$ cat src/rtl/conv_stream_ctrl.sv
// Streaming sequencer for the 3x3 convolution accelerator: raster-reads the source image,
// pushes each pixel to the accelerator and writes back shifted, clamped 8-bit results.
module conv_stream_ctrl #(
  parameter int IMG_WIDTH  = 128,
  parameter int IMG_HEIGHT = 128,
  parameter int ADDR_W     = 16,
  parameter int SHIFT      = 0
) (
  input  logic              clk,
  input  logic              rst,
  input  logic              start,
  input  logic [ADDR_W-1:0] src_base,
  input  logic [ADDR_W-1:0] dst_base,
  output logic              busy,
  output logic              done,
  output logic              mem_ren,
  output logic [ADDR_W-1:0] mem_raddr,
  input  logic [31:0]       mem_rdata,
  output logic              mem_wen,
  output logic [ADDR_W-1:0] mem_waddr,
  output logic [31:0]       mem_wdata,
  output logic              acc_en,
  output logic              acc_we,
  output logic [3:0]        acc_addr,
  output logic [31:0]       acc_din,
  input  logic [31:0]       acc_dout
);
  // state   | meaning
  // IDLE    | waiting for start, all outputs low
  // CLEAR   | clear accelerator line buffers
  // RD      | memory read of pixel i
  // WAIT    | capture read data
  // PUSH    | push pixel i into accelerator
  // READ    | request result of pending pixel
  // WB      | write clamped result to destination
  // FLUSH   | push a dummy pixel to expose the last result
  // DONE    | one-cycle completion pulse

  localparam int CW = $clog2(IMG_WIDTH);
  localparam int RW = $clog2(IMG_HEIGHT);
  localparam logic [CW-1:0] COL_LAST = CW'(IMG_WIDTH - 1);
  localparam logic [RW-1:0] ROW_LAST = RW'(IMG_HEIGHT - 1);

  typedef enum logic [3:0] {
    S_IDLE, S_CLEAR, S_RD, S_WAIT, S_PUSH, S_READ, S_WB, S_FLUSH, S_DONE
  } state_t;

  state_t             state;
  logic [ADDR_W-1:0]  src_addr;
  logic [ADDR_W-1:0]  dst_addr;
  logic [CW-1:0]      col;
  logic [RW-1:0]      row;
  logic               prev_valid;
  logic               all_pushed;
  logic               flushed;
  logic               cur_valid;
  logic               cur_last;
  logic signed [31:0] res_shifted;
  logic [7:0]         pix8;

  assign cur_valid = (row >= RW'(2)) && (col >= CW'(2));
  assign cur_last  = (row == ROW_LAST) && (col == COL_LAST);

  // acc_dout is only meaningful during WB, so the write data is gated by mem_wen
  always_comb begin
    res_shifted = $signed(acc_dout) >>> SHIFT;
    if (res_shifted < 0)               pix8 = 8'd0;
    else if (res_shifted > 32'sd255)   pix8 = 8'hff;
    else                               pix8 = res_shifted[7:0];
  end

  assign mem_wdata = mem_wen ? {24'd0, pix8} : 32'd0;

  always_ff @(posedge clk or posedge rst) begin
    if (rst) begin
      state      <= S_IDLE;
      src_addr   <= '0;
      dst_addr   <= '0;
      col        <= '0;
      row        <= '0;
      prev_valid <= 1'b0;
      all_pushed <= 1'b0;
      flushed    <= 1'b0;
      busy       <= 1'b0;
      done       <= 1'b0;
      mem_ren    <= 1'b0;
      mem_raddr  <= '0;
      mem_wen    <= 1'b0;
      mem_waddr  <= '0;
      acc_en     <= 1'b0;
      acc_we     <= 1'b0;
      acc_addr   <= 4'd0;
      acc_din    <= 32'd0;
    end else begin
      done      <= 1'b0;
      mem_ren   <= 1'b0;
      mem_raddr <= '0;
      mem_wen   <= 1'b0;
      mem_waddr <= '0;
      acc_en    <= 1'b0;
      acc_we    <= 1'b0;
      acc_addr  <= 4'd0;
      acc_din   <= 32'd0;
      case (state)
        S_IDLE: begin
          if (start) begin
            src_addr   <= src_base;
            dst_addr   <= dst_base;
            col        <= '0;
            row        <= '0;
            prev_valid <= 1'b0;
            all_pushed <= 1'b0;
            flushed    <= 1'b0;
            busy       <= 1'b1;
            state      <= S_CLEAR;
            acc_en     <= 1'b1;
            acc_we     <= 1'b1;
            acc_addr   <= 4'd2;
          end
        end
        S_CLEAR: begin
          state     <= S_RD;
          mem_ren   <= 1'b1;
          mem_raddr <= src_addr;
        end
        S_RD: state <= S_WAIT;
        S_WAIT: begin
          state    <= S_PUSH;
          acc_en   <= 1'b1;
          acc_we   <= 1'b1;
          acc_addr <= 4'd0;
          acc_din  <= mem_rdata;
        end
        S_PUSH: begin
          prev_valid <= cur_valid;
          if (cur_last) begin
            all_pushed <= 1'b1;
          end else begin
            src_addr <= src_addr + ADDR_W'(1);
            if (col == COL_LAST) begin
              col <= '0;
              row <= row + RW'(1);
            end else begin
              col <= col + CW'(1);
            end
          end
          if (prev_valid) begin
            state    <= S_READ;
            acc_en   <= 1'b1;
            acc_addr <= 4'd1;
          end else if (cur_last) begin
            state  <= S_FLUSH;
            acc_en <= 1'b1;
            acc_we <= 1'b1;
          end else begin
            state     <= S_RD;
            mem_ren   <= 1'b1;
            mem_raddr <= src_addr + ADDR_W'(1);
          end
        end
        S_READ: begin
          state     <= S_WB;
          mem_wen   <= 1'b1;
          mem_waddr <= dst_addr;
        end
        S_WB: begin
          dst_addr <= dst_addr + ADDR_W'(1);
          if (flushed) begin
            state <= S_DONE;
            done  <= 1'b1;
          end else if (all_pushed) begin
            state  <= S_FLUSH;
            acc_en <= 1'b1;
            acc_we <= 1'b1;
          end else begin
            state     <= S_RD;
            mem_ren   <= 1'b1;
            mem_raddr <= src_addr;
          end
        end
        S_FLUSH: begin
          flushed  <= 1'b1;
          state    <= S_READ;
          acc_en   <= 1'b1;
          acc_addr <= 4'd1;
        end
        S_DONE: begin
          state <= S_IDLE;
          busy  <= 1'b0;
        end
        default: state <= S_IDLE;
      endcase
    end
  end
endmodule
$ cat config.mk
export PLATFORM = sky130hd
export DESIGN_NAME = conv_stream_ctrl
export DESIGN_NICKNAME = d
export VERILOG_FILES = /design/src/rtl/conv_stream_ctrl.sv
export SDC_FILE = /design/constraint.sdc
export NUM_CORES = 1
export LEC_CHECK = 0
export ABC_CLOCK_PERIOD_IN_PS = 6200
export CAP_MARGIN = 20
export CORE_MARGIN = 4
export CORE_UTILIZATION = 63
export CTS_CLUSTER_DIAMETER = 100
export DETAILED_ROUTE_END_ITERATION = 7
export DONT_BUFFER_PORTS = 1
export PLACE_DENSITY = 0.79
export SKIP_LAST_GASP = 1
export SYNTH_ARGS = -nofsm -noshare
export SYNTH_HDL_FRONTEND = slang
export SYNTH_SLANG_ARGS = --single-unit
$ cat constraint.sdc
create_clock -name clk -period 6.2 [get_ports clk]
set_input_delay 1.86 -clock clk [delete_from_list [all_inputs] [get_ports clk]]
set_output_delay 1.86 -clock clk [all_outputs]
set_load 0.03 [all_outputs]
; Word-level counts from Yosys, hierarchy flattened
; Index checks and enable logic that the tools add are counted.
; W data, S select, Z words.
[totals]
inputBits = 99
output_inout_bits = 106
register_bits = 127
[op_classes]
n_eq_ne = 14
reduce_logical = 15
order_cmp = 4
mux = 54
add_sub_neg = 4
[op_table]
columns = cell, n
row1 = $mux W16, 8
row2 = $pmux W16 S2, 2
row3 = $pmux W16 S3, 1
row4 = $mux W7, 5
row5 = $add A16 B1 Y16 const B, 2
row6 = $gt A32 B9 Y1 const B, 1
row7 = $lt A32 B1 Y1 const B, 1
row8 = $mux W32, 1
row9 = $pmux W4 S8, 1
row10 = $pmux W7 S2, 2
row11 = $mux W8, 3
row12 = $mux W1, 17
row13 = $eq A4 B3 Y1 const B, 4
row14 = $add A7 B1 Y7 const B, 2
row15 = $eq A7 B7 Y1 const B, 2
row16 = $ge A7 B2 Y1 const B, 2
row17 = $mux W3, 3
row18 = $eq A4 B2 Y1 const B, 2
row19 = $mux W4, 2
row20 = $ne A2 B2 Y1 const B, 4
row21 = $pmux W1 S2, 4
row22 = $pmux W1 S4, 2
row23 = $reduce_and A2 Y1, 4
row24 = $reduce_bool A2 Y1, 4
row25 = 10 further kinds, 12

; Longest topological paths before layout
; Gate-level depths: netlist (run 1).
[depth]
word_depth = 5
depth_mapped = 7
depth_no_buf = 5

; Worst setup path after synthesis (run 1)
; No wires, ideal clock.
[synth_path]
kind = input to output
from = input acc_dout[19]
to = output mem_wdata[0]
required_ns = 4.340
path_slack_ns = 1.558
stages = 4
arrival_time_ns = 2.781
n_path_buf = 0
cell_sequence = nor4_1 > and4_1 > nand3_1 > o21a_1
[synth_between]
elab_chain_cells = 4
word_cells_on_any_way = 5
classes_between = order compare: 2 / mux: 3
[synth_rtl]
columns = element, line
row1 = "start, declared", 26  ; input logic [31:0] acc_dout
row2 = $gt A32 B9 Y1, 68  ; else if (res_shifted > 32'sd255) pix8 = 8'hff;
row3 = $mux W8, 68
row4 = $mux W8 (*), 67  ; if (res_shifted < 0) pix8 = 8'd0;
row5 = $mux W8 (*), 72  ; assign mem_wdata = mem_wen ? {24'd0, pix8} : 32'd0;
row6 = "end, declared", 21  ; output logic [31:0] mem_wdata,
; Every way passes the cells marked *; elsewhere a longest branch is shown, timed or not.

; Final worst setup path (run 1)
[layout_path]
from = input acc_dout[30]
to = output mem_wdata[5]
; Same word-level chain as after synthesis.

==> results of run 1 <==
[where the power goes]
part	internal, mW	total (mW)	switching, mW
clock	0.610	0.978	0.367
combinational	0.331	0.816	0.484
sequential	1.08	1.63	0.556
total	2.02	3.43	1.41
[layer usage]
| layer | track usage (%) | vias to the layer above | wire, microns |
|---|---|---|---|
| met4 | 9.34 | 0 | 348 |
| met3 | 8.21 | 42 | 1320 |
| met2 | 45.8 | 254 | 7690 |
| li1 | - | 2080 | - |
| met1 | 31.3 | 2255 | 5360 |
| met5 | 0 | - | 0 |
[registers in the layout (all words and copies together) (netlist names)]
register	flops
prev_valid	1
mem_wen	1
done	1
all_pushed	1
row	7
src_addr	16
acc_en	1
col	7
state	4
mem_raddr	16
mem_waddr	16
flushed	1
dst_addr	16
busy	1
acc_addr	2
acc_din	32
acc_we	1
mem_ren	1
[worst max-delay path: cells and delay by family]
family / cells / cell delay (ps)
AOI/OAI and AO/OA: 1 / 400
and+or+nand+nor: 3 / 710
[synthesized netlist by cell type, types with 3 or more instances]
master	number
or3_1	5
o2bb2ai_1	3
buf_2	9
and2_1	52
nand4_1	14
o211ai_1	6
o21a_1	10
nor2_1	36
mux2i_1	4
or4_1	8
a21oi_1	16
a211oi_1	10
and4_1	8
clkbuf_1	22
nor3b_1	5
and3_1	6
inv_1	15
dfrtp_1	125
a41oi_1	4
o221a_2	3
a221o_1	3
a31oi_1	22
nand3_1	29
nor3_1	12
ha_1	6
a311oi_1	10
o21ai_0	11
nor4_1	9
buf_6	3
o311ai_0	14
buf_1	3
nand2_1	31
buf_4	27
[final timing paths]
check	from	to	cells past startpoint
min in group asynchronous	rst	acc_din[1]	1
min	dst_addr[15]	mem_waddr[15]	1
max in group asynchronous	rst	dst_addr[6]	2
min reg2reg	dst_addr[15]	mem_waddr[15]	1
max	acc_dout[30]	mem_wdata[5]	4
max reg2reg	state[3]	mem_raddr[6]	5
[cell families after synthesis]
logic type               after synthesis  share of synthesized area (%)
AND/OR/NAND/NOR                      231                           22.1
AO/OA/AOI/OAI                        130                           15.9
flip-flops                           125                           52.2
buffers and inverters                 80                           7.26
adder cells (fa/ha/maj)                6                           1.25
multiplexers                           5                          0.856
XOR/XNOR                               2                          0.292
other                                  1                         0.0626
[per-stage QoR]
step	worst slack [ps]	total power, mW
floorplan	1010	2.22
global placement	1390	2.37
detailed placement	1360	2.42
CTS	1360	3.42
global route	1220	3.61
finish	1360	3.43
[layout make-up]
class                           instances  share of cell area (%)
Tap cell                              129                    2.47
Clock inverter                         13                    2.55
Inverter                               16                   0.959
Multi-Input combinational cell        400                    38.7
Sequential cell                       125                    47.9
Timing Repair Buffer                    6                   0.997
Clock buffer                           17                    6.35
==> results.sh, run 1 <==
export IMPL_synth_cell_types=61
export IMPL_grt_max_degree=94
export IMPL_place_inst=675
export IMPL_crit_arrival_ps=2980
export IMPL_track_usage_pct=26.5
export IMPL_multi_input_area_sq_mm=0.00253
export IMPL_power_density_mw_per_mm2=525
export IMPL_fin_tns_setup_ps=0
export IMPL_grt_overflow=0
export IMPL_antenna_cells=0
export IMPL_cts_resized=0
export IMPL_synth_top_area_share_pct=52.2
export IMPL_synthesis_area_sq_mm=0.00599
export IMPL_crit_path_max_fanout=8
export IMPL_fin_util_pct=70.6
export IMPL_register_area_sq_mm=0.00313
export IMPL_ys_flop_type="dfrtp_1"
export IMPL_worstSkewPairLatency_ps=520
export IMPL_postCtsSetupRepairBufs=0
export IMPL_drt_iter0_markers=486
export IMPL_rsz0062_at_grt="no"
export IMPL_synth_top_cell_by_area="dfrtp_1"
export IMPL_hold_class="register to register"
export IMPL_avgViaCountPerCell=6.56
export IMPL_first_global_vias=4504
export IMPL_dp_hpwl_microns=9750
export IMPL_final_common_cell="dfrtp_1"
export IMPL_synth_avg_cell_area_sq_um=10.3
export IMPL_num_vias=4631
export IMPL_min_period_over_period_pct=78.0
export IMPL_drtAntennaViolNets=0
export IMPL_yosys_warnings=0
export IMPL_portBuffers=0
export IMPL_num_rows=35
export IMPL_clockBufferDepth=2
export IMPL_placed_area_sq_mm=0.00592
export IMPL_peakVddDrop_mv=0.213
export IMPL_final_instance_count_excl_fill=706
export IMPL_routedWlPerCell_microns=20.8
export IMPL_synth_cells=580
export IMPL_numCtsBuffers=17
export IMPL_die_area_sq_mm=0.0111
export IMPL_cpPeakStageDelay_ps=400
export IMPL_drv_slew=0
export IMPL_endpoint_kind="output pin"
export IMPL_first_pass_iters=5
export IMPL_area_delta_synth_final_pct=8.89
export IMPL_core_area_sq_mm=0.00924
export IMPL_maxCapViolCount=0
export IMPL_synth_edff_count=0
export IMPL_clock_root_buffer="clkbuf_8"
export IMPL_die_x_microns=106
export IMPL_required_ps=4340
export IMPL_fin_area_sq_mm=0.00653
export IMPL_setup_violations=0
export IMPL_final_cell_mix="125 x dfrtp_1, 52 x and2_1, 36 x nor2_1, 31 x nand2_1, 29 x nand3_1"
export IMPL_tightest_slew_ps=1120
export IMPL_hold_slack_ps=527
export IMPL_initial_core_util_pct=64.9
export IMPL_synth_ff_latch_count=125
export IMPL_max_slew_margin_rel_pct=25.5
export IMPL_clk_pin_slew_ps=60
export IMPL_routed_wl_microns=14700
export IMPL_postCtsHoldBufs=0
export IMPL_io_pins=205
export IMPL_worstSetupStartpointType="input pin"
export IMPL_nNetsFinal=671
export IMPL_status="completed"
export IMPL_cp_cell_sequence="nor4_1 -> and4_1 -> nand3_1 -> o21a_1"
export IMPL_cts_sinks=125
export IMPL_tritoncts="done"
export IMPL_clock_fmax_mhz=207
export IMPL_period_minus_slack_ps=4840
export IMPL_synthTopCellsByArea="dfrtp_1 52%, and2_1 5.4%, buf_4 3.4%, nand3_1 2.4%, a31oi_1 2.3%"
export IMPL_clock_skew_ps=10.1
export IMPL_ys_seq_area_share_pct=52.2
export IMPL_chipHeight_microns=106
export IMPL_gp_congestion=0.892
export IMPL_remaining_drc_errors=0
export IMPL_crit_slowest_cell="o21a_1"
export IMPL_antenna_found_initial=0
export IMPL_fillers=630
export IMPL_regToRegSetupSlack_ps=3280
export IMPL_async_reset_ff_share_pct=100
export IMPL_drive_gt1_share_pct=8.49
export IMPL_critPathKind="input pin to output pin"
export IMPL_grt_pass1_wl_microns=23400
export IMPL_hold_viol=0
export IMPL_cts_htree_levels=4
export IMPL_p_leak_nw=2.83
Note: power is estimated with default switching activity, not from simulation.
==> run 2, diff against run 1 <==
Settings changed: ABC_CLOCK_PERIOD_IN_PS 6200 to 4400, CORE_UTILIZATION 63 to 57, PLACE_DENSITY 0.79 to 0.75.
Clock period 6.2 ns to 4.4 ns, I/O delays scaled along.
==> run 2 against run 1 <==
  * Final cell count grew 1.8%
  * Via count grew 0.11%
  * Critical path depth did not move
  * First-iteration DRC count down 0.21%
  * Sequential cell count unchanged
  * Critical endpoint is now mem_wdata[4]
==> results.sh, run 2 (same netlist as run 1, synthesis figures left out) <==
export IMPL_status="completed"
export IMPL_place_inst=686
export IMPL_clockBufferDepth=2
export IMPL_die_x_microns=111
export IMPL_period_minus_slack_ps=3730
export IMPL_final_instance_count_excl_fill=719
export IMPL_postCtsSetupRepairBufs=0
export IMPL_r2r_start="state[2]"
export IMPL_drive_gt1_share_pct=9.26
export IMPL_num_rows=37
export IMPL_cts_sinks=125
export IMPL_crit_arrival_ps=2410
export IMPL_cts_htree_levels=4
export IMPL_maxCapViolCount=0
export IMPL_clk_pin_slew_ps=60
export IMPL_routedWlPerCell_microns=20.1
export IMPL_grt_pass1_wl_microns=23600
export IMPL_postCtsHoldBufs=0
export IMPL_drt_iter0_markers=485
export IMPL_first_global_vias=4457
export IMPL_first_pass_iters=5
export IMPL_portBuffers=0
export IMPL_antenna_found_initial=0
export IMPL_remaining_drc_errors=0
export IMPL_hold_class="register to register"
export IMPL_initial_core_util_pct=58.3
export IMPL_nNetsFinal=676
export IMPL_setup_violations=0
export IMPL_antenna_cells=0
export IMPL_largest_reg_flops=32
export IMPL_required_ps=3080
export IMPL_clock_skew_ps=6.26
export IMPL_min_period_over_period_pct=84.8
export IMPL_track_usage_pct=24.0
export IMPL_avgViaCountPerCell=6.45
export IMPL_min_path_cells=1
export IMPL_peakVddDrop_mv=0.306
export IMPL_dp_hpwl_microns=10000
export IMPL_final_cell_mix="125 x dfrtp_1, 52 x and2_1, 36 x nor2_1, 31 x nand2_1, 29 x nand3_1"
export IMPL_grt_overflow=0
export IMPL_cts_resized=0
export IMPL_worstSetupStartpointType="input pin"
export IMPL_fin_tns_setup_ps=0
export IMPL_power_density_mw_per_mm2=729
export IMPL_drv_slew=0
export IMPL_grt_max_degree=79
export IMPL_fillers=795
export IMPL_area_delta_synth_final_pct=9.77
export IMPL_reg2reg_depth=5
export IMPL_clock_root_buffer="clkbuf_8"
export IMPL_tritoncts="done"
export IMPL_power_total_mw=4.80
export IMPL_critPathKind="input pin to output pin"
export IMPL_r2r_end="mem_raddr[6]"
export IMPL_hold_viol=0
export IMPL_final_common_cell="dfrtp_1"
export IMPL_p_leak_nw=2.86
export IMPL_crit_path_max_fanout=8
export IMPL_clock_fmax_mhz=268
export IMPL_top_register="acc_din"
export IMPL_endpoint_kind="output pin"
export IMPL_rsz0062_at_grt="no"
export IMPL_num_vias=4636
export IMPL_tightest_slew_ps=889
export IMPL_gp_congestion=0.864
export IMPL_chipHeight_microns=111
export IMPL_core_area_sq_mm=0.0103
export IMPL_routed_wl_microns=14500
export IMPL_worstSkewPairLatency_ps=520
export IMPL_holdCritStartpoint="dst_addr[15]"
export IMPL_regToRegSetupSlack_ps=1520
export IMPL_die_area_sq_mm=0.0122
export IMPL_io_pins=205
export IMPL_max_slew_margin_rel_pct=40.3
export IMPL_hold_end="mem_waddr[15]"
export IMPL_drtAntennaViolNets=0
export IMPL_numCtsBuffers=17
[run 2: cell types whose count changed in the layout (fill, tap and decap cells not counted)]
| cell | previous run | this run |
|---|---|---|
| buf_12 | 0 | 1 |
| inv_6 | 3 | 0 |
| buf_8 | 0 | 1 |
| clkinv_2 | 2 | 4 |
| inv_4 | 1 | 0 |
| buf_4 | 5 | 8 |
| clkbuf_8 | 1 | 3 |
| buf_16 | 1 | 0 |
| clkbuf_2 | 0 | 1 |
| clkbuf_1 | 0 | 1 |
[run 2: how the worst max path moves through the flow]
stage,slack (ps),to,depth (start not counted),start
floorplan,840,mem_wdata[0],4,acc_dout[19]
detailed placement,610,mem_wdata[1],4,acc_dout[19]
finish,670,mem_wdata[4],4,acc_dout[19]
global route,530,mem_wdata[1],4,acc_dout[19]
CTS,620,mem_wdata[1],4,acc_dout[19]
global placement,660,mem_wdata[3],4,acc_dout[19]
[run 2: final cells by class]
class	instances	area, sq um	share of cell area (%)
repair buffers	11	100	1.52
flip-flops and latches	125	3130	47.5
multi-input cells	400	2530	38.4
clock inverters	11	143	2.17
clock buffers	20	445	6.77
inverters	16	63.8	0.970
well taps	136	170	2.59
[run 2: through the flow]
stage | area (sq um) | hold WS, ps | util (%) | worst slack (ps)
2_1_floorplan | 6090 | 469 | - | 839
3_3_place_gp | 5970 | 493 | 58.1 | 662
3_5_place_dp | 5970 | 506 | 58.1 | 614
4_1_cts | 6560 | 519 | 63.8 | 617
5_1_grt | 6580 | 549 | 64.0 | 528
6_report | 6580 | 521 | 64.0 | 667
[run 2: report_power, final]
group | total [mW] | internal, mW | switching (mW)
combinational | 1.13 | 0.470 | 0.657
sequential | 2.30 | 1.52 | 0.780
clock | 1.37 | 0.886 | 0.484
[run 2: worst max-delay path, cell delays in order]
cell     delay [ps]
nor4_1          240
and4_1          230
nand3_1         240
o21a_1          380
[run 2: metal layers]
metal	global-route usage (%)	up-vias	routed length, microns	share of wire [%]
li1	-	2084	-	-
met1	30.2	2299	5490	38
met2	40.1	228	7610	53
met3	6.90	25	1190	8.2
met4	7.31	0	189	1.3
met5	0	-	0	0
